<file path="src/rtl/neuron_integrator_pkg.sv">
`default_nettype none
// ============================================================================
// Module      : neuron_core_pkg
// Description : Shared types and constants for the neuron integrator core.
// Revision    : 1.0 - initial release
// ============================================================================
package neuron_core_pkg;

    localparam int ACC_W     = 17;
    localparam int NUM_AXONS = 256;

    localparam logic signed [7:0] c_SAT_MAX = 8'sh7F;
    localparam logic signed [7:0] c_SAT_MIN = 8'sh80;

    typedef enum logic [2:0] {
        ST_IDLE  = 3'd0,
        ST_INTEG = 3'd1,
        ST_LEAK  = 3'd2,
        ST_FIRE  = 3'd3,
        ST_WB    = 3'd4
    } state_t;

endpackage
`default_nettype wire

</file>
<file path="src/rtl/neuron_integrator_if.sv">
`default_nettype none
// ============================================================================
// Module      : neuron_integrator_if
// Description : Axon event stream, one event per valid/ready beat.
// Revision    : 1.0 - initial release
// ============================================================================
interface neuron_integrator_if;

    logic       axon_valid;
    logic       axon_spike;
    logic [1:0] axon_type;
    logic       axon_last;
    logic       axon_ready;

    modport master (
        output axon_valid, axon_spike, axon_type, axon_last,
        input  axon_ready
    );

    modport slave (
        input  axon_valid, axon_spike, axon_type, axon_last,
        output axon_ready
    );

endinterface
`default_nettype wire

</file>
<file path="src/rtl/neuron_integrator_weight_sat.sv">
`default_nettype none
// ============================================================================
// Module      : neuron_weight_sat
// Description : Weight select with sign extension and 8-bit saturation.
// Revision    : 1.0 - initial release
// ============================================================================
module neuron_weight_sat #(
    parameter int ACC_W = neuron_core_pkg::ACC_W
) (
    input  wire        [1:0]       i_axon_type,
    input  wire signed [7:0]       i_weight1,
    input  wire signed [7:0]       i_weight2,
    input  wire signed [7:0]       i_weight3,
    input  wire signed [7:0]       i_weight4,
    input  wire signed [ACC_W-1:0] i_acc,
    output logic signed [ACC_W-1:0] o_weight,
    output logic signed [7:0]       o_sat
);

    localparam logic signed [ACC_W-1:0] c_MAX_EXT =
        {{(ACC_W-8){1'b0}}, neuron_core_pkg::c_SAT_MAX};
    localparam logic signed [ACC_W-1:0] c_MIN_EXT =
        {{(ACC_W-8){1'b1}}, neuron_core_pkg::c_SAT_MIN};

    logic signed [7:0] w_weight_sel;

    always_comb begin
        w_weight_sel = i_weight1;
        case (i_axon_type)
            2'd0:    w_weight_sel = i_weight1;
            2'd1:    w_weight_sel = i_weight2;
            2'd2:    w_weight_sel = i_weight3;
            default: w_weight_sel = i_weight4;
        endcase
    end

    assign o_weight = {{(ACC_W-8){w_weight_sel[7]}}, w_weight_sel};

    always_comb begin
        o_sat = i_acc[7:0];
        if (i_acc > c_MAX_EXT) begin
            o_sat = neuron_core_pkg::c_SAT_MAX;
        end else if (i_acc < c_MIN_EXT) begin
            o_sat = neuron_core_pkg::c_SAT_MIN;
        end
    end

endmodule
`default_nettype wire

</file>
<file path="src/rtl/neuron_integrator.sv">
`default_nettype none
// ============================================================================
// Module      : neuron_integrator
// Description : Integrate axon events, apply leak, threshold and write back.
// Revision    : 1.0 - initial release
// ============================================================================
module neuron_integrator #(
    parameter int NUM_AXONS = neuron_core_pkg::NUM_AXONS,
    parameter int ACC_W     = neuron_core_pkg::ACC_W
) (
    input  wire                 wb_clk_i,
    input  wire                 wb_rst_ni,
    input  wire                 start_i,
    neuron_integrator_if.slave  axon,
    input  wire signed [7:0]    voltage_potential_i,
    input  wire signed [7:0]    pos_threshold_i,
    input  wire signed [7:0]    neg_threshold_i,
    input  wire signed [7:0]    leak_value_i,
    input  wire signed [7:0]    weight_type1_i,
    input  wire signed [7:0]    weight_type2_i,
    input  wire signed [7:0]    weight_type3_i,
    input  wire signed [7:0]    weight_type4_i,
    input  wire signed [7:0]    pos_reset_i,
    input  wire signed [7:0]    neg_reset_i,
    output logic signed [7:0]   vp_o,
    output logic                vp_we_o,
    output logic                spike_o,
    output logic                busy_o,
    output logic                done_o
);

    localparam int c_CNT_W = $clog2(NUM_AXONS + 1);
    localparam logic [c_CNT_W-1:0] c_CNT_END = c_CNT_W'(NUM_AXONS - 1);

    neuron_core_pkg::state_t r_state;
    neuron_core_pkg::state_t w_state_nxt;

    logic signed [ACC_W-1:0] r_acc;
    logic [c_CNT_W-1:0]      r_cnt;
    logic signed [7:0]       r_next_vp;

    logic signed [ACC_W-1:0] w_weight;
    logic signed [7:0]       w_sat;
    logic signed [7:0]       w_fire_vp;
    logic                    w_accept;
    logic                    w_pos_hit;
    logic                    w_neg_hit;

    logic signed [ACC_W-1:0] w_vp_ext;
    logic signed [ACC_W-1:0] w_leak_ext;
    logic signed [ACC_W-1:0] w_pos_th_ext;
    logic signed [ACC_W-1:0] w_neg_th_ext;

    assign w_vp_ext     = {{(ACC_W-8){voltage_potential_i[7]}}, voltage_potential_i};
    assign w_leak_ext   = {{(ACC_W-8){leak_value_i[7]}}, leak_value_i};
    assign w_pos_th_ext = {{(ACC_W-8){pos_threshold_i[7]}}, pos_threshold_i};
    assign w_neg_th_ext = {{(ACC_W-8){neg_threshold_i[7]}}, neg_threshold_i};

    // Accept is decoded from state, not from axon_ready, to keep it loop-free.
    assign w_accept  = axon.axon_valid && (r_state == neuron_core_pkg::ST_INTEG);
    assign w_pos_hit = (r_acc >= w_pos_th_ext);
    assign w_neg_hit = (r_acc <  w_neg_th_ext);

    neuron_weight_sat #(
        .ACC_W (ACC_W)
    ) u_weight_sat (
        .i_axon_type (axon.axon_type),
        .i_weight1   (weight_type1_i),
        .i_weight2   (weight_type2_i),
        .i_weight3   (weight_type3_i),
        .i_weight4   (weight_type4_i),
        .i_acc       (r_acc),
        .o_weight    (w_weight),
        .o_sat       (w_sat)
    );

    always_comb begin
        w_fire_vp = w_sat;
        if (w_pos_hit) begin
            w_fire_vp = pos_reset_i;
        end else if (w_neg_hit) begin
            w_fire_vp = neg_reset_i;
        end
    end

    always_ff @(posedge wb_clk_i or negedge wb_rst_ni) begin
        if (!wb_rst_ni) begin
            r_state <= neuron_core_pkg::ST_IDLE;
        end else begin
            r_state <= w_state_nxt;
        end
    end

    always_comb begin
        w_state_nxt     = r_state;
        axon.axon_ready = 1'b0;
        busy_o          = 1'b1;
        spike_o         = 1'b0;
        vp_we_o         = 1'b0;
        done_o          = 1'b0;
        vp_o            = '0;
        case (r_state)
            neuron_core_pkg::ST_IDLE: begin
                busy_o = 1'b0;
                if (start_i) begin
                    w_state_nxt = neuron_core_pkg::ST_INTEG;
                end
            end
            neuron_core_pkg::ST_INTEG: begin
                axon.axon_ready = 1'b1;
                if (w_accept && (axon.axon_last || (r_cnt == c_CNT_END))) begin
                    w_state_nxt = neuron_core_pkg::ST_LEAK;
                end
            end
            neuron_core_pkg::ST_LEAK: begin
                w_state_nxt = neuron_core_pkg::ST_FIRE;
            end
            neuron_core_pkg::ST_FIRE: begin
                spike_o     = w_pos_hit;
                w_state_nxt = neuron_core_pkg::ST_WB;
            end
            neuron_core_pkg::ST_WB: begin
                vp_we_o     = 1'b1;
                done_o      = 1'b1;
                vp_o        = r_next_vp;
                w_state_nxt = neuron_core_pkg::ST_IDLE;
            end
            default: begin
                busy_o      = 1'b0;
                w_state_nxt = neuron_core_pkg::ST_IDLE;
            end
        endcase
    end

    always_ff @(posedge wb_clk_i or negedge wb_rst_ni) begin
        if (!wb_rst_ni) begin
            r_acc     <= '0;
            r_cnt     <= '0;
            r_next_vp <= '0;
        end else begin
            case (r_state)
                neuron_core_pkg::ST_IDLE: begin
                    if (start_i) begin
                        r_acc <= w_vp_ext;
                        r_cnt <= '0;
                    end
                end
                neuron_core_pkg::ST_INTEG: begin
                    if (w_accept) begin
                        r_cnt <= r_cnt + 1'b1;
                        if (axon.axon_spike) begin
                            r_acc <= r_acc + w_weight;
                        end
                    end
                end
                neuron_core_pkg::ST_LEAK: begin
                    r_acc <= r_acc + w_leak_ext;
                end
                neuron_core_pkg::ST_FIRE: begin
                    r_next_vp <= w_fire_vp;
                end
                default: begin
                end
            endcase
        end
    end

endmodule
`default_nettype wire

</file>
<file path="src/flat_wrapper.sv">
// flat-port wrapper written by rule: the top's interface ports become plain ports
module neuron_integrator_flat 
#(
    parameter int NUM_AXONS = neuron_core_pkg::NUM_AXONS,
    parameter int ACC_W     = neuron_core_pkg::ACC_W
)
  (wb_clk_i, wb_rst_ni, start_i, voltage_potential_i, pos_threshold_i, neg_threshold_i, leak_value_i, weight_type1_i, weight_type2_i, weight_type3_i, weight_type4_i, pos_reset_i, neg_reset_i, vp_o, vp_we_o, spike_o, busy_o, done_o, axon_axon_valid, axon_axon_spike, axon_axon_type, axon_axon_last, axon_axon_ready);
  neuron_integrator_if axon_i ();
  input  wire wb_clk_i;
  input  wire wb_rst_ni;
  input  wire start_i;
  input  wire signed [7:0] voltage_potential_i;
  input  wire signed [7:0] pos_threshold_i;
  input  wire signed [7:0] neg_threshold_i;
  input  wire signed [7:0] leak_value_i;
  input  wire signed [7:0] weight_type1_i;
  input  wire signed [7:0] weight_type2_i;
  input  wire signed [7:0] weight_type3_i;
  input  wire signed [7:0] weight_type4_i;
  input  wire signed [7:0] pos_reset_i;
  input  wire signed [7:0] neg_reset_i;
  output logic signed [7:0] vp_o;
  output logic vp_we_o;
  output logic spike_o;
  output logic busy_o;
  output logic done_o;
  input wire logic [$bits(axon_i.axon_valid)-1:0] axon_axon_valid;
  input wire logic [$bits(axon_i.axon_spike)-1:0] axon_axon_spike;
  input wire logic [$bits(axon_i.axon_type)-1:0] axon_axon_type;
  input wire logic [$bits(axon_i.axon_last)-1:0] axon_axon_last;
  output wire logic [$bits(axon_i.axon_ready)-1:0] axon_axon_ready;
  assign axon_i.axon_valid = axon_axon_valid;
  assign axon_i.axon_spike = axon_axon_spike;
  assign axon_i.axon_type = axon_axon_type;
  assign axon_i.axon_last = axon_axon_last;
  assign axon_axon_ready = axon_i.axon_ready;
  neuron_integrator #(.NUM_AXONS(NUM_AXONS), .ACC_W(ACC_W)) u_core (.wb_clk_i(wb_clk_i), .wb_rst_ni(wb_rst_ni), .start_i(start_i), .axon(axon_i), .voltage_potential_i(voltage_potential_i), .pos_threshold_i(pos_threshold_i), .neg_threshold_i(neg_threshold_i), .leak_value_i(leak_value_i), .weight_type1_i(weight_type1_i), .weight_type2_i(weight_type2_i), .weight_type3_i(weight_type3_i), .weight_type4_i(weight_type4_i), .pos_reset_i(pos_reset_i), .neg_reset_i(neg_reset_i), .vp_o(vp_o), .vp_we_o(vp_we_o), .spike_o(spike_o), .busy_o(busy_o), .done_o(done_o));
endmodule
</file>
<file path="config.mk">
export PLATFORM = sky130hd
export DESIGN_NAME = neuron_integrator_flat
export DESIGN_NICKNAME = d
export VERILOG_FILES = /design/src/rtl/neuron_integrator_pkg.sv /design/src/rtl/neuron_integrator_if.sv /design/src/rtl/neuron_integrator_weight_sat.sv /design/src/rtl/neuron_integrator.sv /design/src/flat_wrapper.sv
export SDC_FILE = /design/constraint.sdc
export NUM_CORES = 1
export LEC_CHECK = 0
export BUFFER_PORTS_ARGS = -buffer_cell sky130_fd_sc_hd__clkbuf_2
export CORE_ASPECT_RATIO = 1.4
export CORE_MARGIN = 2
export CORE_UTILIZATION = 45
export CTS_CLUSTER_DIAMETER = 60
export DETAILED_ROUTE_END_ITERATION = 8
export MAX_ROUTING_LAYER = met4
export PLACE_DENSITY = 0.77
export SETUP_SLACK_MARGIN = 0.1
export SYNTH_ARGS = -nofsm -noshare
export SYNTH_HDL_FRONTEND = slang
export SYNTH_SLANG_ARGS = --single-unit
</file>
<file path="constraint.sdc">
create_clock -name wb_clk_i -period 5 [get_ports wb_clk_i]
set_input_delay 1 -clock wb_clk_i [delete_from_list [all_inputs] [get_ports wb_clk_i]]
set_output_delay 1 -clock wb_clk_i [all_outputs]
set_load 0.02 [all_outputs]
</file>
; After elaboration in Yosys (flattened, before gate mapping)
; Cells that the tools add are included.
; Widths: inputs -> output; s select.
[totals]
ff_bits = 37
output_inout_bits = 13
word_cells = 53
[op_classes]
addsub = 3
n_lt_le_gt_ge = 4
n_eq_ne = 11
mux = 20
n_reduce_logical = 11
[ops]
columns = cell, count
row1 = $mux 17, 3
row2 = $pmux 17 s3, 1
row3 = $mux 8, 5
row4 = $add 17x8->17, 2
row5 = $pmux 8 s3, 1
row6 = $mux 9, 2
row7 = $pmux 9 s2, 1
row8 = $ge 17x8->1, 1
row9 = $gt 17x8->1 const B, 1
row10 = $lt 17x8->1, 1
row11 = $lt 17x8->1 const B, 1
row12 = $pmux 3 s4, 1
row13 = $add 9x1->9 const B, 1
row14 = $eq 9x8->1 const B, 1
row15 = $eq 3x2->1 const B, 2
row16 = $mux 3, 2
row17 = $ne 2x2->1 const B, 3
row18 = $mux 1, 4
row19 = $reduce_and 4->1, 1
row20 = $reduce_or 4->1, 1
row21 = $eq 3x1->1 const B, 1
row22 = $eq 3x3->1 const B, 1
row23 = $logic_not 3->1, 1
row24 = $reduce_and 3->1, 1
row25 = other kinds (9), 10

; Logic depth before layout (Yosys ltp)
; Gate-level depths: netlist (run 1).
[depth]
word_depth = 6
depth_mapped = 13
ltp_nobuf = 12

; Modules after synthesis
; Synthesis (run 1) repeated with hierarchy kept, for this count alone.
[hier_totals]
hier_cells = 497
hier_area_um2 = 4147.7
[modules_own_cells]
columns = mod, n_inst, cells_per_inst, area_per_inst_um2, seq_area_each_um2
row1 = neuron_integrator, 1, 447, 3681.0, 925.9
row2 = neuron_weight_sat, 1, 50, 466.7, 0.0

; Worst setup path before layout (run 1)
; OpenSTA, ideal clock, no wires.
[synth_timing]
path_kind = input -> register
start = input port axon_axon_type[0]
end = register u_core.r_acc[10]
t_arrival_ps = 3648
required_ps = 4874
path_slack_ps = 1226
cell_stages = 12
n_path_buf = 1
path_cell_list = buf_4 -> mux4_2 -> mux2_2 -> ha_1 -> fa_1 -> a21o_1 -> a21oi_1 -> o21a_1 -> nor2_1 -> a21oi_1 -> xnor2_1 -> a221o_1
[synth_via]
elab_chain_len = 6
[synth_rtl]
columns = element, line
row1 = "start, declared", flat_wrapper.sv:29  ; input wire logic [$bits(axon_i.axon_type)-1:0] axon_axon_type;
row2 = "$eq 2x2->1, or another cell as far along", neuron_integrator_weight_sat.sv:29  ; case (i_axon_type)
row3 = $pmux 8 s3 (*), neuron_integrator_weight_sat.sv:29
row4 = $add 17x8->17 (*), neuron_integrator.sv:152  ; r_acc <= r_acc + w_weight;
row5 = $mux 17 (*), neuron_integrator.sv:151  ; if (axon.axon_spike) begin
row6 = $mux 17 (*), neuron_integrator.sv:149  ; if (w_accept) begin
row7 = $pmux 17 s3 (*), neuron_integrator.sv:141  ; case (r_state)
row8 = "end signal, assigned", neuron_integrator.sv:144  ; r_acc <= w_vp_ext;
row9 = "end signal, assigned", neuron_integrator.sv:152
row10 = "end signal, assigned", neuron_integrator.sv:157  ; r_acc <= r_acc + w_leak_ext;
row11 = "end, declared", neuron_integrator.sv:38  ; logic signed [ACC_W-1:0] r_acc;
; Mark *: on every way between the ends. The rest lies on a longest branch, timed or not. The select of a mux whose other input is x is not followed.
; A chain may end at the register's enable or synchronous reset.

; Final worst setup path (run 1)
[layout_timing]
start = input port pos_threshold_i[7]
end = output port spike_o
[layout_via]
elab_chain_len = 2
[layout_rtl]
columns = element, line
row1 = "start, declared", flat_wrapper.sv:13  ; input wire signed [7:0] pos_threshold_i;
row2 = $ge 17x8->1, neuron_integrator.sv:61  ; assign w_pos_hit = (r_acc >= w_pos_th_ext);
row3 = $mux 1, neuron_integrator.sv:102  ; case (r_state)
row4 = "end, declared", flat_wrapper.sv:24  ; output logic spike_o;
; No other way between the ends.

==> flow_summary.json, run 1 <==
{
  "wire_per_inst_microns": 16.3,
  "cp_data_required_time_ns": 4.00,
  "clk_pin_slew_worst_paths_ns": 0.06,
  "synthArstFlopShare_pct": 100,
  "ioPinCount": 101,
  "syn_inst": 471,
  "worstPathMaxFanout": 10,
  "p_leak_nw": 2.38,
  "vias": 3947,
  "place_hpwl_microns": 8340,
  "cts_resized": 0,
  "cp_slowest_cell": "ha_1",
  "cts_max_level": 2,
  "routed_via_density": 5.94,
  "slew_violations": 0,
  "nNetsFinal": 698,
  "grt_overflow_total": 0,
  "ys_types": 58,
  "finalPower_mw": 2.85,
  "clock_latency_ns": 0.29,
  "hold_viol_final": 0,
  "drcViolationCount": 0,
  "syn_to_final_growth_pct": 16.4,
  "design_area_sq_um": 4660,
  "instances_no_fill": 664,
  "cts-root-buf": "clkbuf_16",
  "rsz0062_at_grt": "no",
  "drt_iter0_drc": 208,
  "critical_path.max_stage_delay_ns": 0.31,
  "cp_num_buf_inv": 3,
  "clock_sinks": 37,
  "syn_nets": 611,
  "first_pass_iters": 5,
  "maxSlewHeadroom_pct": 19.3,
  "antenna_cells": 0,
  "path_cells": "clkbuf_2 -> inv_1 -> ha_1 -> a21o_1 -> a211o_1 -> a31oi_1 -> and4b_1 -> a21oi_2 -> and2_1 -> clkbuf_2",
  "rows": 40,
  "clock_path_buffers": 2,
  "grt_pass1_wl_microns": 17300,
  "postCtsSetupBuffers": 0,
  "max_cap_viol_count": 0,
  "start_kind": "input port",
  "dieArea_sq_um": 9680,
  "fin_crit_sh_pct": 80.6,
  "worstPathArrival_ns": 3.03,
  "place_ws_ns": 0.827,
  "status": "completed",
  "grt_pass1_vias": 3873,
  "tightest_slew_ns": 1.21,
  "die-height_microns": 116,
  "final_cell_mix": "100 x clkbuf_2, 51 x ha_1, 50 x nand2_1, 42 x a21oi_1, 37 x dfrtp_1",
  "synth_edf_count": 0,
  "io_buffers": 100,
  "grt_use_total_pct": 22.5,
  "min_path_type": "flip-flop to flip-flop",
  "setup_ws_ns": 0.970,
  "final_common_cell": "clkbuf_2",
  "cts_inserted_buffers": 5,
  "ir_drop_v": 0.000333,
  "initial_core_util_pct": 46.5,
  "fin_util_pct": 54.1,
  "ys_seq_area_share_pct": 23.1,
  "cpMostUsedCell": "clkbuf_2",
  "syn_area_sq_um": 4000,
  "ant_nets": 0,
  "max_clock_freq_mhz": 248,
  "dp.cells": 656,
  "grt_max_degree": 38,
  "cp_top_family": "compound AO/OA/AOI/OAI gates",
  "gp_congestion": 0.942,
  "layout_min_cycle_time_ns": 4.03,
  "finalSetupViolCount": 0,
  "syn_area_per_cell_sq_um": 8.50,
  "setup_tns_ns": 0,
  "synth-seq-cells": 37,
  "clock_skew_ns": 0.00722,
  "holdWs_ns": 0.479,
  "hold_buffers": 0,
  "powerDensity_nw_per_um2": 612,
  "routed_wl_microns": 10800,
  "yosys_most_used_dff": "dfrtp_1",
  "chipWidth_microns": 83.7,
  "coreArea_sq_um": 8610,
  "cts_tree": "yes",
  "antenna_found_initial": 0,
  "place_area_sq_um": 4520,
  "crit_type": "input port to output pin",
  "critPathCaptureType": "output pin",
  "yosys_warnings": 0,
  "drive_gt1_share_pct": 25.6
}
-- worst reg2reg max path, delay by kind of cell (launching register included) --
kind            cells  cell delay [ns]
mux                 1             0.35
buf+inv             1             0.27
flops               1             0.45
xor+xnor            1             0.09
compound gates      4             0.91
simple gates        3             1.04
fa+ha+maj           1             0.41
-- synth_stat cells (2+ instances only) --
cell type / number / share of area [%]
ha_1: 51 / 16
nand2_1: 50 / 4.7
a21oi_1: 42 / 5.3
dfrtp_1: 37 / 23
nor2_1: 30 / 2.8
o21ai_0: 27 / 3.4
nand3_1: 24 / 3.0
inv_1: 22 / 2.1
and3_1: 17 / 2.7
mux2i_1: 14 / 3.5
nor3_1: 13 / 1.6
clkbuf_1: 12 / 1.1
a21o_1: 11 / 2.1
xnor2_1: 10 / 2.2
mux2_2: 8 / 2.3
mux4_2: 8 / 4.5
o211ai_2: 8 / 2.5
o21bai_1: 7 / 1.3
a31oi_1: 6 / 0.94
nand2b_1: 6 / 0.94
nor2b_1: 6 / 0.94
or3_1: 6 / 0.94
a221o_1: 4 / 1.0
nand4_1: 4 / 0.63
buf_6: 3 / 0.84
o21a_1: 3 / 0.56
a211oi_1: 2 / 0.38
a21o_2: 2 / 0.44
a21oi_2: 2 / 0.44
and2_1: 2 / 0.31
buf_2: 2 / 0.25
buf_4: 2 / 0.38
o211ai_1: 2 / 0.38
o21ai_1: 2 / 0.25
o22ai_1: 2 / 0.31
o31ai_1: 2 / 0.38
-- final timing paths --
kind,startpoint,to,slack [ns],cells past startpoint
setup reg to reg,u_core.r_state[0]$_DFFE_PN0P_,u_core.r_acc[14]$_DFFE_PN0P_,1.38,11
hold reg to reg,u_core.r_cnt[7]$_DFFE_PN0P_,u_core.r_cnt[7]$_DFFE_PN0P_,0.48,1
max in group asynchronous,wb_rst_ni,u_core.r_acc[1]$_DFFE_PN0P_,3.51,1
hold / removal,u_core.r_cnt[7]$_DFFE_PN0P_,u_core.r_cnt[7]$_DFFE_PN0P_,0.48,1
min in group asynchronous,wb_rst_ni,u_core.r_cnt[7]$_DFFE_PN0P_,0.87,1
setup / recovery,pos_threshold_i[7],spike_o,0.97,10
-- cell families after synthesis --
| group | share of synthesized area, % |
|---|---|
| adders and majority gates | 16.4 |
| and+or+nand+nor | 20.2 |
| AOI/OAI and AO/OA | 22.5 |
| buffers and inverters | 5.09 |
| xor gates and xnor gates | 2.41 |
| muxes | 10.3 |
| DFF | 23.1 |
-- routing by layer --
metal | vias up | GRT usage (%) | wire [microns]
met5 | - | - | 0
met4 | 0 | 9.46 | 330
met3 | 27 | 2.85 | 483
met2 | 132 | 41.4 | 5790
met1 | 1868 | 24.4 | 4220
li1 | 1920 | - | -
-- layout make-up --
type	instances	area [sq um]
clock inverter	2	10.0
clock buffer	6	129
tap	105	131
fill	784	3950
inverter	22	82.6
sequential	37	926
multi-input combinational	391	2870
timing repair buffer	101	508
-- registers in the layout, indices dropped and copies added, names as in the netlist --
register,flops
u_core.r_acc,17
u_core.r_cnt,9
u_core.r_next_vp,8
u_core.r_state,3
-- where the power goes --
part	internal, mW	switching (mW)	total, mW	leakage, nW
combinational	0.810	1.10	1.91	1.84
sequential	0.424	0.205	0.629	0.465
clock	0.183	0.128	0.311	0.0706
No activity file was read; power rests on OpenSTA's default activity.
==> run 2: changes to the inputs <==
--- a/config.mk
+++ b/config.mk
@@ -5,6 +5,7 @@
 export SDC_FILE = /design/constraint.sdc
 export NUM_CORES = 1
 export LEC_CHECK = 0
+export ABC_AREA = 1
 export BUFFER_PORTS_ARGS = -buffer_cell sky130_fd_sc_hd__clkbuf_2
 export CORE_ASPECT_RATIO = 1.4
 export CORE_MARGIN = 2
@@ -12,7 +13,7 @@
 export CTS_CLUSTER_DIAMETER = 60
 export DETAILED_ROUTE_END_ITERATION = 8
 export MAX_ROUTING_LAYER = met4
-export PLACE_DENSITY = 0.77
+export PLACE_DENSITY = 0.8
 export SETUP_SLACK_MARGIN = 0.1
 export SYNTH_ARGS = -nofsm -noshare
 export SYNTH_HDL_FRONTEND = slang
==> constraint.sdc (replaced) <==
create_clock -name wb_clk_i -period 3.7 [get_ports wb_clk_i]
set_input_delay 0.74 -clock wb_clk_i [delete_from_list [all_inputs] [get_ports wb_clk_i]]
set_output_delay 0.74 -clock wb_clk_i [all_outputs]
set_load 0.02 [all_outputs]
==> flow_summary.json, run 2 <==
{
  "grt_overflow_total": 0,
  "yosys.area.top_type": "dfrtp_1",
  "cts_resized": 0,
  "status": "completed",
  "synthTopCellsByCount": "179 x nand2_1, 92 x inv_1, 73 x nor2_1, 60 x nand3_1, 58 x a21oi_1",
  "clock_sinks": 37,
  "final_cell_mix": "179 x nand2_1, 100 x clkbuf_2, 92 x inv_1, 73 x nor2_1, 60 x nand3_1",
  "clock_latency_ns": 0.28,
  "cts_tree": "yes",
  "p_leak_nw": 2.78,
  "coreArea_sq_um": 8980,
  "cp_num_buf_inv": 4,
  "seq_area_sq_um": 926,
  "layout_min_cycle_time_ns": 3.35,
  "clk_pin_slew_worst_paths_ns": 0.06,
  "highest_layer": "met4",
  "hold_viol_final": 0,
  "cp_top_family": "simple AND/OR/NAND/NOR gates",
  "largest_reg_flops": 17,
  "synthArstFlopShare_pct": 100,
  "drcViolationCount": 0,
  "first_pass_iters": 5,
  "vias": 4579,
  "finalSetupViolCount": 0,
  "crit_type": "input port to output pin",
  "chipWidth_microns": 85.0,
  "tightest_slew_ns": 0.943,
  "drive_gt1_share_pct": 17.2,
  "cts_inserted_buffers": 5,
  "synthTopCellsByArea": "dfrtp_1 22%, nand2_1 16%, ha_1 15%",
  "hold_buffers": 0,
  "comb_power_share_pct": 69.5,
  "io_buffers": 100,
  "rows": 41,
  "regMostFlops": "u_core.r_acc",
  "maxSlewHeadroom_pct": 37.2,
  "wire_per_inst_microns": 12.9,
  "start_kind": "input port",
  "routed_via_density": 5.30,
  "die-height_microns": 117,
  "place_ws_ns": 0.361,
  "initial_core_util_pct": 46.0,
  "ys_types": 40,
  "ant_nets": 0,
  "place_hpwl_microns": 9380,
  "worstPathArrival_ns": 2.61,
  "synth-seq-cells": 37,
  "dieArea_sq_um": 9980,
  "met3WireLength_microns": 605,
  "yosys_most_used_dff": "dfrtp_1",
  "ir_drop_v": 0.000398,
  "path_cells": "clkbuf_2 -> inv_1 -> ha_1 -> nand2_1 -> nor2_1 -> and2_1 -> nand3b_1 -> nand3_1 -> nand2_1 -> nand2_2 -> clkinv_1 -> nor2_1 -> clkbuf_2",
  "postCtsSetupBuffers": 0,
  "setup_tns_ns": 0,
  "cts-root-buf": "clkbuf_16",
  "sw_frac_of_total_pct": 54.2,
  "largest_registers": "u_core.r_acc: 17 flops, u_core.r_cnt: 9 flops, u_core.r_next_vp: 8 flops",
  "clock_skew_ns": 0.00351,
  "power.share.sequential_pct": 19.6,
  "setup_ws_ns": 0.350,
  "syn_area_per_cell_sq_um": 6.33,
  "critical_path.max_stage_delay_ns": 0.37,
  "yosys_warnings": 0,
  "synth_top_cell_area_share_pct": 22.4,
  "max_cap_viol_count": 0,
  "dr_wl_met2_microns": 5840,
  "ioPinCount": 101,
  "clock_path_buffers": 2,
  "cp_slowest_cell": "ha_1",
  "power.switching_mw": 2.32,
  "syn_area_sq_um": 4130,
  "multi_input_area_sq_um": 2810,
  "final_common_cell": "nand2_1",
  "p_int_mw": 1.95,
  "powerDensity_nw_per_um2": 869,
  "drt_iter0_drc": 202,
  "clockPowerShare_pct": 10.9,
  "syn_nets": 793,
  "m1WireLength_microns": 4450,
  "cp_data_required_time_ns": 2.96,
  "worstPathMaxFanout": 10,
  "fillCellCount": 871,
  "antenna_found_initial": 0,
  "grt_max_degree": 38,
  "critPathCaptureType": "output pin",
  "nNetsFinal": 896,
  "syn_inst": 653,
  "grt_use_total_pct": 23.4,
  "max_clock_freq_mhz": 299,
  "routed_wl_microns": 11200,
  "cts_max_level": 2,
  "ys_seq_area_share_pct": 22.4,
  "gp_congestion": 0.994,
  "slew_violations": 0,
  "fin_crit_sh_pct": 90.5,
  "grt_pass1_vias": 4536,
  "antenna_cells": 0,
  "syn_to_final_growth_pct": 18.9,
  "instances_no_fill": 864,
  "yosysMostFrequentCell": "nand2_1",
  "synth_edf_count": 0,
  "min_path_type": "flip-flop to flip-flop",
  "dp.cells": 856,
  "grt_pass1_wl_microns": 19300,
  "rsz0062_at_grt": "no"
}
-- run 2: final cells by class --
type / instances / share of cell area (%)
flip-flops and latches: 37 / 18.8
well taps: 107 / 2.72
inverters: 98 / 7.48
clock buffers: 7 / 3.11
multi-input cells: 512 / 57.2
clock inverters: 1 / 0.178
repair buffers: 102 / 10.5
-- run 2: cell families after synthesis --
logic type	share of synthesized area (%)
flip-flops	22.4
adder cells (fa/ha/maj)	15.9
buffers and inverters	9.59
XOR/XNOR	0.424
AO/OA/AOI/OAI	15.6
AND/OR/NAND/NOR	36.1
-- run 2: worst min-delay path: stages (launching register included) --
cell and delay (ns):
dfrtp_1 0.34, nand2_1 0.05, nand2_1 0.05
-- run 2: path summary, 6_finish.rpt --
path / depth (start not counted) / end / slack [ns] / from
worst min register to register: 2 / u_core.r_next_vp[5]$_DFFE_PN0P_ / 0.48 / u_core.r_next_vp[5]$_DFFE_PN0P_
worst max-delay path: 13 / spike_o / 0.35 / pos_threshold_i[7]
worst min-delay path: 2 / u_core.r_next_vp[5]$_DFFE_PN0P_ / 0.48 / u_core.r_next_vp[5]$_DFFE_PN0P_
max in group asynchronous: 1 / u_core.r_next_vp[6]$_DFFE_PN0P_ / 2.52 / wb_rst_ni
min in group asynchronous: 1 / u_core.r_next_vp[4]$_DFFE_PN0P_ / 0.59 / wb_rst_ni
worst max register to register: 12 / u_core.r_acc[16]$_DFFE_PN0P_ / 0.59 / u_core.r_state[2]$_DFFE_PN0P_
-- run 2: power by group through the flow --
stage	Sequential (mW)	Combinational (mW)	Clock, mW
3_5_place_dp	0.840	2.94	0
4_1_cts	0.834	2.95	0.469
2_1_floorplan	0.746	2.30	0
5_1_grt	0.861	3.42	0.485
6_report	0.837	2.97	0.464
3_3_place_gp	0.832	2.85	0
-- run 2: routing by layer --
metal | global-route usage (%) | vias up
met3 | 2.11 | 22
met2 | 43.8 | 180
met5 | - | -
met4 | 7.94 | 0
met1 | 25.2 | 2025
li1 | - | 2352
-- run 2: stage by stage --
stage	area (sq um)	utilization [%]	power [mW]	hold WS, ns
after floorplan	4130	-	3.05	0.444
after global placement	4750	53.0	3.68	0.462
after detailed placement	4750	53.0	3.77	0.466
after CTS	4920	54.8	4.25	0.483
after global routing	4920	54.8	4.77	0.499
final	4920	54.8	4.27	0.480
==> run 3: changes to the inputs <==
--- a/config.mk
+++ b/config.mk
@@ -13,7 +13,7 @@
 export CTS_CLUSTER_DIAMETER = 60
 export DETAILED_ROUTE_END_ITERATION = 8
 export MAX_ROUTING_LAYER = met4
-export PLACE_DENSITY = 0.8
+export PLACE_DENSITY = 0.77
 export SETUP_SLACK_MARGIN = 0.1
 export SYNTH_ARGS = -nofsm -noshare
 export SYNTH_HDL_FRONTEND = slang
==> constraint.sdc (replaced) <==
create_clock -name wb_clk_i -period 3.6 [get_ports wb_clk_i]
set_input_delay 0.72 -clock wb_clk_i [delete_from_list [all_inputs] [get_ports wb_clk_i]]
set_output_delay 0.72 -clock wb_clk_i [all_outputs]
set_load 0.02 [all_outputs]
==> flow_summary.json, run 3 (synthesis results as in run 2) <==
{
  "status": "completed",
  "grt_pass1_wl_microns": 20000,
  "design_area_sq_um": 4900,
  "largest_reg_flops": 17,
  "sw_frac_of_total_pct": 55.0,
  "largest_registers": "u_core.r_acc: 17 flops, u_core.r_cnt: 9 flops, u_core.r_next_vp: 8 flops",
  "r2r_start": "u_core.r_state[2]$_DFFE_PN0P_",
  "setup_tns_ns": 0,
  "worstPathMaxFanout": 10,
  "p_int_mw": 1.98,
  "instances_no_fill": 864,
  "clk_pin_slew_worst_paths_ns": 0.06,
  "coreArea_sq_um": 8980,
  "cts_tree": "yes",
  "rsz0062_at_grt": "no",
  "nNetsFinal": 897,
  "hold_viol_final": 0,
  "grt_use_total_pct": 24.4,
  "grt_pass1_vias": 4621,
  "ant_nets": 0,
  "place_area_sq_um": 4760,
  "place_ws_ns": 0.247,
  "drt_iter0_drc": 263,
  "fin_util_pct": 54.6,
  "io_buffers": 100,
  "cts-root-buf": "clkbuf_16",
  "power.switching_mw": 2.41,
  "clock_path_buffers": 2,
  "min_path_type": "flip-flop to flip-flop",
  "chipWidth_microns": 85.0,
  "maxSlewHeadroom_pct": 35.1,
  "gp_congestion": 0.946,
  "wire_per_inst_microns": 13.4,
  "ioPinCount": 101,
  "cts_max_level": 2,
  "antenna_found_initial": 0,
  "hold_path_end": "u_core.r_next_vp[1]$_DFFE_PN0P_",
  "critPathCaptureType": "output pin",
  "whs_path_depth": 2,
  "max_cap_viol_count": 0,
  "regMostFlops": "u_core.r_acc",
  "start_kind": "input port",
  "clock_sinks": 37,
  "routed_wl_microns": 11600,
  "dp.cells": 857,
  "slew_violations": 0,
  "comb_power_share_pct": 70.6,
  "first_pass_iters": 4,
  "setup_ws_ns": 0.275,
  "clock_latency_ns": 0.29,
  "finalSetupViolCount": 0,
  "postCtsSetupBuffers": 0,
  "rows": 41,
  "grt_overflow_total": 0,
  "p_leak_nw": 2.77,
  "cp_data_required_time_ns": 2.88,
  "syn_to_final_growth_pct": 18.5,
  "place_hpwl_microns": 9470,
  "antenna_cells": 0,
  "crit_type": "input port to output pin",
  "dieArea_sq_um": 9980,
  "drcViolationCount": 0,
  "tightest_slew_ns": 0.973,
  "die-height_microns": 117,
  "fin_crit_sh_pct": 92.4,
  "final_common_cell": "nand2_1",
  "hold_buffers": 0,
  "worstPathArrival_ns": 2.61,
  "clockPowerShare_pct": 9.8,
  "power.share.sequential_pct": 19.6,
  "drive_gt1_share_pct": 17.0,
  "routed_via_density": 5.39,
  "layout_min_cycle_time_ns": 3.33,
  "min_from": "u_core.r_next_vp[1]$_DFFE_PN0P_",
  "vias": 4653,
  "reg2reg_slack_ns": 0.49,
  "cts_resized": 0,
  "worstRegToRegCells": 12,
  "cts_inserted_buffers": 5,
  "ir_drop_v": 0.000481,
  "final_cell_mix": "179 x nand2_1, 100 x clkbuf_2, 92 x inv_1, 73 x nor2_1, 60 x nand3_1",
  "powerDensity_nw_per_um2": 895,
  "grt_max_degree": 38,
  "rr_endpoint": "u_core.r_acc[16]$_DFFE_PN0P_",
  "max_clock_freq_mhz": 301,
  "clock_skew_ns": 0.00856,
  "initial_core_util_pct": 46.0
}
-- run 3: worst max path at each step --
stage                        from  cells after the start                      endpoint  slack, ns
3_3_place_gp    axon_axon_type[0]                     16  u_core.r_acc[14]$_DFFE_PN0P_       0.37
5_1_grt        pos_threshold_i[7]                     13                       spike_o       0.11
4_1_cts        pos_threshold_i[7]                     13                       spike_o       0.30
2_1_floorplan  pos_threshold_i[7]                     11                       spike_o       0.51
3_5_place_dp    axon_axon_type[1]                     14  u_core.r_acc[16]$_DFFE_PN0P_       0.25
6_report       pos_threshold_i[7]                     13                       spike_o       0.27
-- run 3: power groups by stage --
| stage | Combinational, mW | Clock, mW | Sequential [mW] |
|---|---|---|---|
| 4_1_cts | 3.08 | 0.430 | 0.853 |
| 2_1_floorplan | 2.36 | 0 | 0.767 |
| 3_5_place_dp | 3.06 | 0 | 0.860 |
| 3_3_place_gp | 2.97 | 0 | 0.851 |
| 6_report | 3.10 | 0.428 | 0.860 |
| 5_1_grt | 3.57 | 0.449 | 0.885 |
-- run 3: critical path, cell delays in order --
cell and delay, ns:
clkbuf_2 0.08, inv_1 0.15, ha_1 0.35, nand2_1 0.07, nor2_1 0.22, and2_1 0.19
nand3b_1 0.11, nand3_1 0.10, nand2_1 0.06, nand2_2 0.17, clkinv_1 0.11, nor2_1 0.10
clkbuf_2 0.17
-- run 3: layout make-up --
| type | instances | area [sq um] |
|---|---|---|
| Sequential cell | 37 | 926 |
| Inverter | 98 | 368 |
| Multi-Input combinational cell | 512 | 2810 |
| Tap cell | 107 | 134 |
| Timing Repair Buffer | 103 | 523 |
| Fill cell | 907 | 4080 |
| Clock buffer | 6 | 129 |
| Clock inverter | 1 | 8.76 |
-- run 3: metal layers --
metal / part of all wire (%) / routed length [microns] / vias up / GRT usage, %
met3: 4.7 / 541 / 31 / 3.10
met5: 0 / 0 / - / -
met4: 3.2 / 372 / 0 / 9.72
met2: 51 / 5940 / 160 / 43.2
li1: - / - / 2348 / -
met1: 41 / 4730 / 2114 / 27.2
-- run 3: stage by stage --
stage               hold WS [ns]  total power, mW
finish                     0.480             4.39
global route               0.503             4.91
CTS                        0.482             4.36
detailed placement         0.466             3.92
global placement           0.465             3.82
floorplan                  0.424             3.13
